[src/rtl/program_sequencer.sv]
// program_sequencer: picoMIPS PC/ROM addressing and instruction decode,
// with handshake-switch waits and multi-cycle multiply stalls.
module program_sequencer #(
    parameter int N          = 8,
    parameter int O_SIZE     = 3,
    parameter int R_SIZE     = 3,
    parameter int P_SIZE     = 5,
    parameter int MUL_CYCLES = 4
) (
    input  logic                       clk,
    input  logic                       nReset,
    output logic [P_SIZE-1:0]          prog_addr,
    input  logic [O_SIZE+R_SIZE+N-1:0] prog_data,
    input  logic                       sw_handshake,
    output logic                       write_reg,
    output logic [1:0]                 alu_func,
    output logic                       alu_immediate,
    output logic                       imm_switches,
    output logic [R_SIZE-1:0]          op_d,
    output logic [N-1:0]               op_s,
    output logic [P_SIZE-1:0]          display_pc,
    output logic [15:0]                retired
);
    localparam int C_W = MUL_CYCLES > 2 ? $clog2(MUL_CYCLES) : 1;
    localparam logic [O_SIZE-1:0] OP_ADD   = O_SIZE'(1);
    localparam logic [O_SIZE-1:0] OP_ADDI  = O_SIZE'(2);
    localparam logic [O_SIZE-1:0] OP_MUL   = O_SIZE'(3);
    localparam logic [O_SIZE-1:0] OP_LDSW  = O_SIZE'(4);
    localparam logic [O_SIZE-1:0] OP_WAITH = O_SIZE'(5);
    localparam logic [O_SIZE-1:0] OP_WAITL = O_SIZE'(6);
    localparam logic [O_SIZE-1:0] OP_JMP   = O_SIZE'(7);

    typedef enum logic {RUN, MUL_STALL} state_t;

    state_t            state;
    logic              run_en;
    logic [C_W-1:0]    cnt;
    logic              hs_meta;
    logic              hs_sync;
    logic [P_SIZE-1:0] pc;
    logic [O_SIZE-1:0] op;
    logic              is_mul;
    logic              mul_last;
    logic              advance;

    assign op         = prog_data[O_SIZE+R_SIZE+N-1 -: O_SIZE];
    assign op_d       = prog_data[R_SIZE+N-1 -: R_SIZE];
    assign op_s       = prog_data[N-1:0];
    assign prog_addr  = pc;
    assign display_pc = pc;

    // PC is held during a stall, so the ROM keeps presenting the MUL word
    always_comb begin
        is_mul        = state == MUL_STALL || op == OP_MUL;
        mul_last      = state == MUL_STALL ? cnt == '0 : MUL_CYCLES == 1;
        advance       = run_en && (is_mul ? mul_last : op == OP_WAITH ? hs_sync : op == OP_WAITL ? !hs_sync : 1'b1);
        write_reg     = run_en && (is_mul ? mul_last : op == OP_ADD || op == OP_ADDI || op == OP_LDSW);
        alu_func      = !run_en ? 2'b00 : is_mul ? 2'b01 : op == OP_LDSW ? 2'b10 : 2'b00;
        alu_immediate = run_en && (is_mul || op == OP_ADDI);
        imm_switches  = run_en && op == OP_LDSW;
    end

    always_ff @(posedge clk or negedge nReset) begin
        if (!nReset) begin
            state   <= RUN;
            run_en  <= 1'b0;
            cnt     <= '0;
            hs_meta <= 1'b0;
            hs_sync <= 1'b0;
            pc      <= '0;
            retired <= '0;
        end else begin
            hs_meta <= sw_handshake;
            hs_sync <= hs_meta;
            run_en  <= 1'b1;
            if (advance) begin
                pc    <= op == OP_JMP ? prog_data[P_SIZE-1:0] : pc + 1'b1;
                state <= RUN;
                if (retired != 16'hFFFF) retired <= retired + 1'b1;
            end else if (run_en && state == RUN && is_mul) begin
                state <= MUL_STALL;
                cnt   <= C_W'(MUL_CYCLES > 1 ? MUL_CYCLES - 2 : 0);
            end else if (state == MUL_STALL) begin
                cnt <= cnt - 1'b1;
            end
        end
    end
endmodule

[config.mk]
export PLATFORM = sky130hd
export DESIGN_NAME = program_sequencer
export DESIGN_NICKNAME = d
export VERILOG_FILES = /design/src/rtl/program_sequencer.sv
export SDC_FILE = /design/constraint.sdc
export NUM_CORES = 1
export LEC_CHECK = 0
export BUFFER_PORTS_ARGS = -buffer_cell sky130_fd_sc_hd__buf_2
export CAP_MARGIN = 20
export CELL_PAD_IN_SITES_DETAIL_PLACEMENT = 2
export CELL_PAD_IN_SITES_GLOBAL_PLACEMENT = 2
export CORE_MARGIN = 4
export CORE_UTILIZATION = 26
export DETAILED_ROUTE_END_ITERATION = 10
export PLACE_DENSITY = 0.85
export SLEW_MARGIN = 0
export SYNTH_ARGS = -nofsm -noshare
export SYNTH_HDL_FRONTEND = slang
export SYNTH_SLANG_ARGS = --single-unit
[constraint.sdc]
create_clock -name clk -period 1.95 [get_ports clk]
set_clock_uncertainty 0.1 [all_clocks]
set_input_delay 0.585 -clock clk [delete_from_list [all_inputs] [get_ports clk]]
set_output_delay 0.585 -clock clk [all_outputs]
set_load 0.05 [all_outputs]
==> Flow_metrics.wiki, run 1 <==
{| class="wikitable"
! Metric !! Value
|-
| Run status || complete, but fails checks
|-
| Violations in the final reports || setup timing
|-
| Kind of end point of the critical path || output port
|-
| Area of all placed cells without fillers || 2063 um2
|-
| Startpoint of the worst register-to-register path || state
|-
| Routability congestion estimate from global placement || between 0.7 and 0.8
|-
| Post-DP HPWL || ~3400 um
|-
| Cell chosen for the clock root || clkbuf_8
|-
| Setup slack of the critical path after layout || -0.2736 ns
|-
| Wire length of the first global-routing pass || 7389 um
|-
| # DRC || 0
|-
| Number of standard cells in the layout, taps in and fillers out || between 200 and 300
|-
| Netlist Area Pre-Place || about 1600 um2
|-
| Number of sinks driven by the clock tree || 27
|-
| Post-synthesis net count || about 180
|-
| Cell count after synthesis || approximately 160
|-
| Setup TNS || -0.4243 ns
|-
| Class of the most critical hold timing path || primary input to asynchronous set/reset pin
|-
| Number of storage elements in the synthesis netlist || 27
|-
| Worst setup startpoint || cnt[1]
|-
| Starting density of the core || roughly 27%
|-
| Final Cycle Share || 114.0%
|-
| Aggregate routed wire length || ~4700 um
|-
| Area after DPL || approximately 1900 um2
|-
| Post-synth cell types || 37
|-
| Proportion of synthesized chip area in sequential cells || approximately 43%
|-
| Routed Antenna Nets || 0
|-
| Top-Level Pins || 59
|-
| Library cell occupying the most area in the post-synthesis netlist || dfrtp_1
|-
| Die ar. || around 7400 um2
|-
| Diode insertion count for antenna repair || 0
|-
| Minimum clock period || approximately 2.2 ns
|-
| Area share of the largest cell type after synthesis || approximately 43%
|-
| XOR/XNOR Fraction of Synth Area || under 10%
|-
| Cell leakage power || roughly 1 nW
|-
| H-tree depth reported by CTS || 1
|-
| Routed len/inst || 16.63 um
|-
| Top FF cell, synth || dfrtp_1
|-
| Inserted Clock Buffers || 3
|-
| Number of iterations in the first detailed-routing pass || 2
|-
| Total power density per cell area || between 1000 and 1500 nW/um2
|-
| CP Data Arrival Time || 1.54 ns
|-
| Share of flip-flops with an asynchronous set or reset || 100.0%
|-
| Initial antenna violation count || 0
|-
| Critical Path Source Type || flip-flop
|-
| Max rail drop VDD || approximately 0.00072 V
|-
| Site row count || 28
|-
| Critical-path maximum fanout || 2
|-
| # Max-Cap Violations || 0
|-
| CORE AREA || 5886 um2
|-
| Largest net degree at the start of global routing || 17
|-
| Worst R2R Path Depth || 7
|-
| Placed cell count || roughly 270
|-
| Post-synthesis simple-gate area fraction || roughly 22%
|-
| Post-layout total power || between 2 and 3 mW
|-
| Unrepaired setup endpoints after global routing || true
|-
| Mapped Avg Cell Area || between 9 and 10 um2
|-
| Clk slew on worst S/H paths || about 0.10 ns
|-
| Number of synthesized flops with an enable pin || 0
|-
| Area overhead of the layout relative to synthesis || 30.98%
|-
| Peak clock frequency supported by timing || between 400 and 500 MHz
|-
| Share of cell area taken by muxes after synthesis || roughly 3.0%
|-
| Worst setup path category || flip-flop to output port
|-
| Nets@finish || between 200 and 250
|-
| Worst Setup Slack post-DPL || -0.2132 ns
|-
| List of most frequent post-synthesis cells || dfrtp_1, buf_4, xnor2_1, nand3_1
|-
| Top post-synthesis cells by area || dfrtp_1, buf_4, xnor2_1, nand3_1, nand4_1
|-
| Violation count after the first detailed-routing iteration || 23
|-
| Vias/cell || around 4.7
|-
| Hold buffers post-CTS || 0
|-
| Clock tree from TritonCTS || yes
|-
| Share of cells above drive strength 1 || 43.96%
|-
| Die Y || between 80 and 90 um
|-
| Syn. warnings || 0
|-
| Number of pins exceeding their max-slew limit in the final report || 0
|-
| Total count of hold-check failures in the final report || 0
|-
| # setup viols final || 4
|-
| Total gr overflow || 0
|-
| Count of vias placed by the detailed router || about 1,300
|-
| Required time of the worst setup path || ~1.3 ns
|-
| X dimension of the die || ~86 um
|-
| Adder-cell share of the synthesized area || ~2.4%
|-
| Main combinational cell family by area after synthesis || simple AND/OR/NAND/NOR gates
|-
| Insertion delay to the later sink of the worst-skew pair || approximately 0.28 ns
|-
| Library cell with the highest instance count after synthesis || dfrtp_1
|-
| Share of the synthesized area in compound gates (AO/OA/AOI/OAI) || a little over a tenth
|-
| RR Endpoint || cnt[0]
|-
| Buffer depth of the longest clock path || 2
|-
| GRT Total Usage || between 10 and 15%
|-
| Count of input and output buffers || 46
|-
| Vias in the first global route || around 1,500
|-
| Reg2reg setup slack || approximately 0.04 ns
|}
## per-stage QoR
| stage | hold slack, ns | utilization, % |
|---|---|---|
| floorplan | 0.1894 | - |
| CTS | 0.1236 | 34.12 |
| global placement | 0.2470 | 32.31 |
| finish | 0.1175 | 35.06 |
| global route | 0.1302 | 35.06 |
| detailed placement | 0.2477 | 32.31 |
## registers in the layout (all words and copies together) (netlist names)
name and count:
display_pc 5, hs_sync 1, hs_meta 1, state 1, run_en 1, cnt 2
retired 16
## kinds of logic after synthesis
group / Yosys count
AND/OR/NAND/NOR: 61
flip-flops: 27
AO/OA/AOI/OAI: 24
buffers and inverters: 24
XOR/XNOR: 14
multiplexers: 4
adder cells (fa/ha/maj): 3
other: 1
## per-layer routing
metal  up-vias  wire length [um]  global-route usage (%)  part of all wire [%]
met4         0                68                   5.180                   1.4
met5         -                 0                       0                     0
met3         6               191                   1.921                   4.1
met2        39              2530                   22.18                    54
met1       661              1900                   15.38                    41
li1        627                 -                       -                     -
## power breakdown
group / total, mW / internal, mW / switching [mW] / leakage, nW
Clock: 0.331 / 0.147 / 0.184 / 0.0228
Sequential: 0.868 / 0.703 / 0.165 / 0.337
Combinational: 1.39 / 0.425 / 0.969 / 0.612
## cell usage in the layout (no fill, tap or decap), drive strengths merged, types with 3 or more instances in the layout
master,instances
nor2b,3
ha,3
dfrtp,27
nand3,12
nand2b,4
a21oi,8
and2,3
xnor2,13
nand2,11
buf,64
mux2,3
nand4,9
clkbuf,5
o21a,4
and3,7
nor3,3
nor2,7
inv,4
o21ai,9
## final cells by class
| cell class | count | area, um2 |
|---|---|---|
| fill | 686 | 3822 |
| multi-input combinational | 107 | 769.5 |
| sequential | 27 | 680.7 |
| timing repair buffer | 65 | 459.2 |
| tap | 75 | 93.84 |
| clock buffer | 4 | 45.04 |
| inverter | 4 | 15.01 |
## critical path, cell delays in order, from the launching register on
cell and delay [ns]:
dfrtp_1 0.40, inv_1 0.08, ha_2 0.16, nand2b_4 0.12
o311a_4 0.20, o21a_1 0.14, buf_6 0.16
## repair_timing
action | 4_1_cts | 5_1_grt
pin swaps | 2 | 4
hold endpoints to repair | 0 | 0
gates resized for setup | 15 | 11
buffers inserted | 2 | 3
setup endpoints to repair | 5 | 10
## how the worst max path moves through the flow
stage | endpoint | depth (start not counted)
floorplan | alu_func[1] | 3
global placement | write_reg | 5
detailed placement | write_reg | 5
CTS | write_reg | 6
global route | write_reg | 6
finish | write_reg | 6
Power figures use the tool's default switching activity.
==> run 2: changes to the inputs <==
--- a/config.mk
+++ b/config.mk
@@ -9,6 +9,7 @@
 export CAP_MARGIN = 20
 export CELL_PAD_IN_SITES_DETAIL_PLACEMENT = 2
 export CELL_PAD_IN_SITES_GLOBAL_PLACEMENT = 2
+export CORE_ASPECT_RATIO = 0.7
 export CORE_MARGIN = 4
 export CORE_UTILIZATION = 26
 export DETAILED_ROUTE_END_ITERATION = 10
==> run 2 against run 1 <==
The run still ends with setup timing left; register-to-register slack gained 0.06 ns; wire length fell by 4.1%; non-clock buffer count is 2 lower; critical endpoint unchanged; largest cell class unchanged.
==> Flow_metrics.wiki, run 2 (synthesis results as in run 1) <==
{| class="wikitable"
! Metric !! Value
|-
| Cell leakage power || 0.9784 nW (+0.61%)
|-
| Routed Antenna Nets || 0 (unchanged)
|-
| Slew headroom || between 50% and 60%
|-
| Layout Utilization || 35.09% (about the same)
|-
| # DRC || 0 (unchanged)
|-
| Starting density of the core || 27.23% (+0.47 points)
|-
| RR Endpoint || retired[1]
|-
| Clock tree from TritonCTS || yes
|-
| Worst setup endpoint || write_reg
|-
| Cell chosen for the clock root || clkbuf_8
|-
| Reg2reg setup slack || 0.10 ns (+0.06 ns)
|-
| Total count of hold-check failures in the final report || 0 (unchanged)
|-
| Die Y || 73.13 um (-15%)
|-
| Clk slew on worst S/H paths || 0.10 ns (about the same)
|-
| Worst setup path category || flip-flop to output port
|-
| Insertion delay to the later sink of the worst-skew pair || 0.29 ns (about the same)
|-
| Site row count || 23 (-18%)
|-
| Max rail drop VDD || 0.0006705 V (-7.0%)
|-
| Most frequent cells in the layout || buf_2, dfrtp_1, buf_4
|-
| Share of cells above drive strength 1 || 42.44% (-1.5 points)
|-
| Number of sinks driven by the clock tree || 27 (unchanged)
|-
| CP Data Arrival Time || 1.47 ns (-0.07 ns)
|-
| Total gr overflow || 0 (unchanged)
|-
| Count of vias placed by the detailed router || 1,323 (-0.75%)
|-
| Unrepaired setup endpoints after global routing || true
|-
| Setup TNS || -0.4807 ns (-0.05641 ns)
|-
| Most common cell after layout, fill and taps aside || buf_2
|-
| Largest net degree at the start of global routing || 28 (+11)
|-
| Minimum clock period || 2.159 ns (-0.06486 ns)
|-
| Number of pins exceeding their max-slew limit in the final report || 0 (unchanged)
|-
| Peak clock frequency supported by timing || 463.2 MHz (+3.0%)
|-
| Required time of the worst setup path || 1.26 ns (about the same)
|-
| Startpoint of the worst register-to-register path || cnt[1]
|-
| Run status || complete, but fails checks
|-
| Post-DP HPWL || 3262 um (-3.7%)
|-
| Aggregate routed wire length || 4496 um (-4.1%)
|-
| Reg with most FFs || retired
|-
| H-tree depth reported by CTS || 1 (unchanged)
|-
| Least-Margin Pin Slew || about 0.65 ns
|-
| Number of iterations in the first detailed-routing pass || 4 (+2)
|-
| Final Cycle Share || 110.7% (-3.3 points)
|-
| Worst setup startpoint || cnt[1]
|-
| Area overhead of the layout relative to synthesis || 28.83%
|-
| Setup slack of the critical path after layout || -0.2087 ns (+0.06486 ns)
|-
| # setup viols final || 4 (unchanged)
|-
| Worst R2R Path Depth || 8 (+1)
|-
| Vias/cell || 4.725 (about the same)
|-
| Kind of end point of the critical path || output port
|-
| Nets@finish || 226 (-0.88%)
|-
| Violation count after the first detailed-routing iteration || 25 (+8.7%)
|-
| Diode insertion count for antenna repair || 0 (unchanged)
|-
| Count of fill cells added during filler insertion || 645 (-6.0%)
|-
| Top-Level Pins || 59 (unchanged)
|-
| Inserted Clock Buffers || 3 (unchanged)
|-
| Routed len/inst || 16.06 um (-3.5%)
|-
| Die ar. || 7388 um2 (+0.28%)
|-
| Routability congestion estimate from global placement || 0.7634 (+5.3%)
|-
| Buffer depth of the longest clock path || 2 (unchanged)
|-
| X dimension of the die || 101.0 um (+18%)
|-
| Total power density per cell area || 1270 nW/um2 (+1.1%)
|-
| Count of input and output buffers || 46 (unchanged)
|-
| CORE AREA || 5784 um2 (-1.7%)
|-
| Hold buffers post-CTS || 0 (unchanged)
|-
| Violations in the final reports || setup timing
|-
| Vias in the first global route || 1,461 (-2.5%)
|-
| Class of the most critical hold timing path || primary input to asynchronous set/reset pin
|-
| Wire length of the first global-routing pass || 7300 um (-1.2%)
|-
| Largest register FFs || 16 (unchanged)
|-
| Worst Setup Slack post-DPL || -0.1984 ns (+0.01475 ns)
|-
| Initial antenna violation count || 0 (unchanged)
|-
| # Max-Cap Violations || 0 (unchanged)
|-
| Critical Path Source Type || flip-flop
|-
| GRT Total Usage || 12.19% (-0.44 points)
|-
| Critical-path maximum fanout || 2 (unchanged)
|}
-- run 2: how the worst min path moves through the flow --
stage,start,endpoint,slack (ns),depth (start not counted)
2_1_floorplan,nReset,cnt[0],0.19,0
3_3_place_gp,hs_meta,hs_sync,0.24,0
3_5_place_dp,hs_meta,hs_sync,0.26,0
4_1_cts,nReset,retired[0],0.23,1
5_1_grt,nReset,retired[0],0.26,1
6_report,nReset,retired[8],0.22,1
-- run 2: critical path, stage by stage, from the launching register on --
cell and delay [ns]:
dfrtp_1 0.40, inv_1 0.06, ha_1 0.14, nand2b_4 0.11, o311a_4 0.19, o21a_1 0.13, buf_6 0.16
-- run 2: metrics by stage --
step	hold slack (ns)	std cells	total power [mW]	instance area, um2
after floorplan	0.1894	158	1.910	1598
after global placement	0.2408	268	2.098	1832
final	0.2158	280	2.578	2029
after detailed placement	0.2587	268	2.162	1832
after CTS	0.2330	273	2.540	1948
after global routing	0.2559	280	2.745	2029
-- run 2: layer usage --
layer  wire length [um]  track usage, %
met1               1999           15.30
met4                 19           1.180
met3                258           2.483
met5                  0               0
met2               2218           22.47
-- run 2: area by class of cell --
type,instances,area (um2),area share [%]
inverter,4,15.01,0.7398
clock buffer,3,41.29,2.035
clock inverter,1,7.507,0.3699
tap,75,93.84,4.624
timing repair buffer,63,424.2,20.90
sequential,27,679.4,33.48
multi-input combinational,107,768.2,37.85
-- run 2: where the power goes --
part,switching [mW],internal [mW]
clock,0.195,0.146
sequential,0.174,0.702
combinational,0.954,0.408
total,1.32,1.26
-- run 2: repair_timing --
item,in CTS,in global routing
resized for setup,18,5
pin swaps,2,0
setup endpoints to repair,5,10
setup buffers,1,7
hold endpoints to repair,0,0
==> run 3: changes to the inputs <==
--- a/config.mk
+++ b/config.mk
@@ -5,15 +5,15 @@
 export SDC_FILE = /design/constraint.sdc
 export NUM_CORES = 1
 export LEC_CHECK = 0
-export BUFFER_PORTS_ARGS = -buffer_cell sky130_fd_sc_hd__buf_2
 export CAP_MARGIN = 20
 export CELL_PAD_IN_SITES_DETAIL_PLACEMENT = 2
 export CELL_PAD_IN_SITES_GLOBAL_PLACEMENT = 2
 export CORE_ASPECT_RATIO = 0.7
 export CORE_MARGIN = 4
-export CORE_UTILIZATION = 26
+export CORE_UTILIZATION = 36
 export DETAILED_ROUTE_END_ITERATION = 10
-export PLACE_DENSITY = 0.85
+export DONT_BUFFER_PORTS = 1
+export PLACE_DENSITY = 0.89
 export SLEW_MARGIN = 0
 export SYNTH_ARGS = -nofsm -noshare
 export SYNTH_HDL_FRONTEND = slang
==> constraint.sdc (replaced) <==
create_clock -name clk -period 1.95 [get_ports clk]
set_clock_uncertainty 0.1 [all_clocks]
set_input_delay 0.585 -clock clk [delete_from_list [all_inputs] [get_ports clk]]
set_output_delay 0.585 -clock clk [all_outputs]
set_load 0.01 [all_outputs]
==> run 3 against run 2 <==
The run still ends with setup timing left; first-iteration DRC count is 130% higher; die area decreased by 25%; wire length up 2.4%; worst hold slack worse by 0.20 ns; via count fell by 9.1%; highest routed layer unchanged; combinational power fell by 53%; maximum frequency is 5.6% higher; sequential power rose by 3.9%.
==> Flow_metrics.wiki, run 3 (synthesis results as in run 1) <==
{| class="wikitable"
! Metric !! Value
|-
| Critical-path maximum fanout || 2 (unchanged)
|-
| CORE AREA || 4065 um2 (-30%)
|-
| X dimension of the die || 87.07 um (-14%)
|-
| Total power density per cell area || 1077 nW/um2 (-15%)
|-
| Die ar. || 5515 um2 (-25%)
|-
| Vias/cell || 5.648 (+20%)
|-
| RR Endpoint || retired[14]
|-
| Share of cells above drive strength 1 || 24.84% (-18 points)
|-
| Max stage delay cell, worst path || dfrtp_1
|-
| Wire length of the first global-routing pass || 7031 um (-3.7%)
|-
| Unrepaired setup endpoints after global routing || true
|-
| Routed Antenna Nets || 0 (unchanged)
|-
| Vias in the first global route || 1,290 (-12%)
|-
| Post-layout total power || 1.874 mW (-27%)
|-
| Buffer depth of the longest clock path || 2 (unchanged)
|-
| Top-Level Pins || 59 (unchanged)
|-
| Starting density of the core || 38.75% (+12 points)
|-
| Most frequent cells in the layout || dfrtp_1, buf_4, xnor2_1
|-
| Diode insertion count for antenna repair || 0 (unchanged)
|-
| Violation count after the first detailed-routing iteration || 58 (+130%)
|-
| Reg with most FFs || retired
|-
| Area overhead of the layout relative to synthesis || 10.48%
|-
| Aggregate routed wire length || 4602 um (+2.4%)
|-
| Top cell family by delay on the critical path || flip-flops
|-
| Largest register FFs || 16 (unchanged)
|-
| Total gr overflow || 0 (unchanged)
|-
| Worst R2R Path Depth || 9 (+1)
|-
| CP max stage delay || 0.40 ns (about the same)
|-
| Peak clock frequency supported by timing || 489.0 MHz (+5.6%)
|-
| Violations in the final reports || setup timing
|-
| Insertion delay to the later sink of the worst-skew pair || 0.27 ns (-0.02 ns)
|-
| Routability congestion estimate from global placement || 0.8098 (+6.1%)
|-
| Count of fill cells added during filler insertion || 435 (-33%)
|-
| Crit path buffers/inverters || 1 (-1)
|-
| Worst-path cell chain || inv_2 -> ha_1 -> nand2b_4 -> o311a_4 -> o21a_1
|-
| Worst setup endpoint || write_reg
|-
| Routed len/inst || 21.61 um (+35%)
|-
| # setup viols final || 2 (-2)
|-
| Post-DP HPWL || 3089 um (-5.3%)
|-
| Nets@finish || 182 (-19%)
|-
| Class of the most critical hold timing path || primary input to asynchronous set/reset pin
|-
| Number of sinks driven by the clock tree || 27 (unchanged)
|-
| Number of pins exceeding their max-slew limit in the final report || 0 (unchanged)
|-
| Required time of the worst setup path || 1.26 ns (about the same)
|-
| Area after DPL || 1565 um2 (-15%)
|-
| Cell leakage power || 0.7673 nW (-22%)
|-
| Most common cell after layout, fill and taps aside || dfrtp_1
|-
| Cell chosen for the clock root || clkbuf_8
|-
| Number of iterations in the first detailed-routing pass || 4 (unchanged)
|-
| H-tree depth reported by CTS || 1 (unchanged)
|-
| Site row count || 19 (-17%)
|-
| Worst Setup Slack post-DPL || 0.03462 ns (+0.2330 ns)
|-
| WHS || 0.01484 ns (-0.2010 ns)
|-
| Startpoint of the worst register-to-register path || cnt[0]
|-
| Count of input and output buffers || 0 (-100%)
|-
| GRT Total Usage || 16.50% (+4.3 points)
|-
| Area of the multi-input gates || 789.5 um2 (+2.8%)
|-
| # Max-Cap Violations || 0 (unchanged)
|-
| Area of all placed cells without fillers || 1740 um2 (-14%)
|-
| Reg area || 678.2 um2 (-0.18%)
|-
| Count of vias placed by the detailed router || 1,203 (-9.1%)
|-
| Kind of end point of the critical path || output port
|-
| Reg2reg setup slack || -0.06 ns (-0.16 ns)
|-
| Worst setup path category || flip-flop to output port
|-
| Total count of hold-check failures in the final report || 0 (unchanged)
|-
| Clk slew on worst S/H paths || 0.09 ns (about the same)
|-
| Final Cycle Share || 104.9% (-5.8 points)
|-
| Largest net degree at the start of global routing || 28 (unchanged)
|-
| Cell depth of the worst setup path || 5 (-1)
|-
| Die Y || 63.35 um (-13%)
|-
| Inserted Clock Buffers || 3 (unchanged)
|-
| Minimum clock period || 2.045 ns (-0.1139 ns)
|-
| Setup slack of the critical path after layout || -0.09485 ns (+0.1139 ns)
|-
| Critical Path Source Type || flip-flop
|-
| Clock tree from TritonCTS || yes
|-
| CP Data Arrival Time || 1.36 ns (-0.11 ns)
|-
| Initial antenna violation count || 0 (unchanged)
|-
| Max rail drop VDD || 0.0004111 V (-39%)
|-
| # DRC || 0 (unchanged)
|-
| Run status || complete, but fails checks
|-
| Worst setup startpoint || cnt[0]
|}
-- run 3: final cells by class --
class	instances	share of cell area, %
well taps	52	3.738
repair buffers	17	8.483
multi-input cells	109	45.36
flip-flops and latches	27	38.96
inverters	4	0.8627
clock buffers	4	2.588
-- run 3: metal layers --
layer  global-route usage (%)  up-vias  part of all wire (%)
li1                         -      540                     -
met1                    19.32      628                    41
met2                    29.83       33                    53
met3                    5.208        2                   6.4
met4                    2.335        0                  0.37
met5                        0        -                     0
-- run 3: how the worst min path moves through the flow --
stage                      end  cells past startpoint  slack (ns)   start
finish              retired[5]                      1        0.01  nReset
global route        retired[5]                      1        0.01  nReset
CTS                 retired[6]                      1        0.02  nReset
detailed placement  retired[5]                      0        0.19  nReset
global placement    retired[5]                      0        0.19  nReset
floorplan               cnt[0]                      0        0.19  nReset
-- run 3: repair_timing --
action,4_1_cts,5_1_grt
resized for setup,5,10
pin swaps,1,4
endpoints found under the hold margin,27,0
endpoints found under the setup margin,2,15
buffers inserted,2,3
hold buffers,1,0
gates cloned,0,2
-- run 3: through the flow --
step | std cells | setup TNS (ns) | util [%]
after CTS | 208 | -0.1499 | 41.18
after global routing | 213 | -0.4650 | 42.81
after detailed placement | 201 | 0 | 38.50
after floorplan | 158 | 0 | -
after global placement | 201 | 0 | 38.50
final | 213 | -0.1515 | 42.81
-- run 3: report_power, final --
part	internal (mW)	switching, mW
clock	0.146	0.175
combinational	0.299	0.344
sequential	0.699	0.211
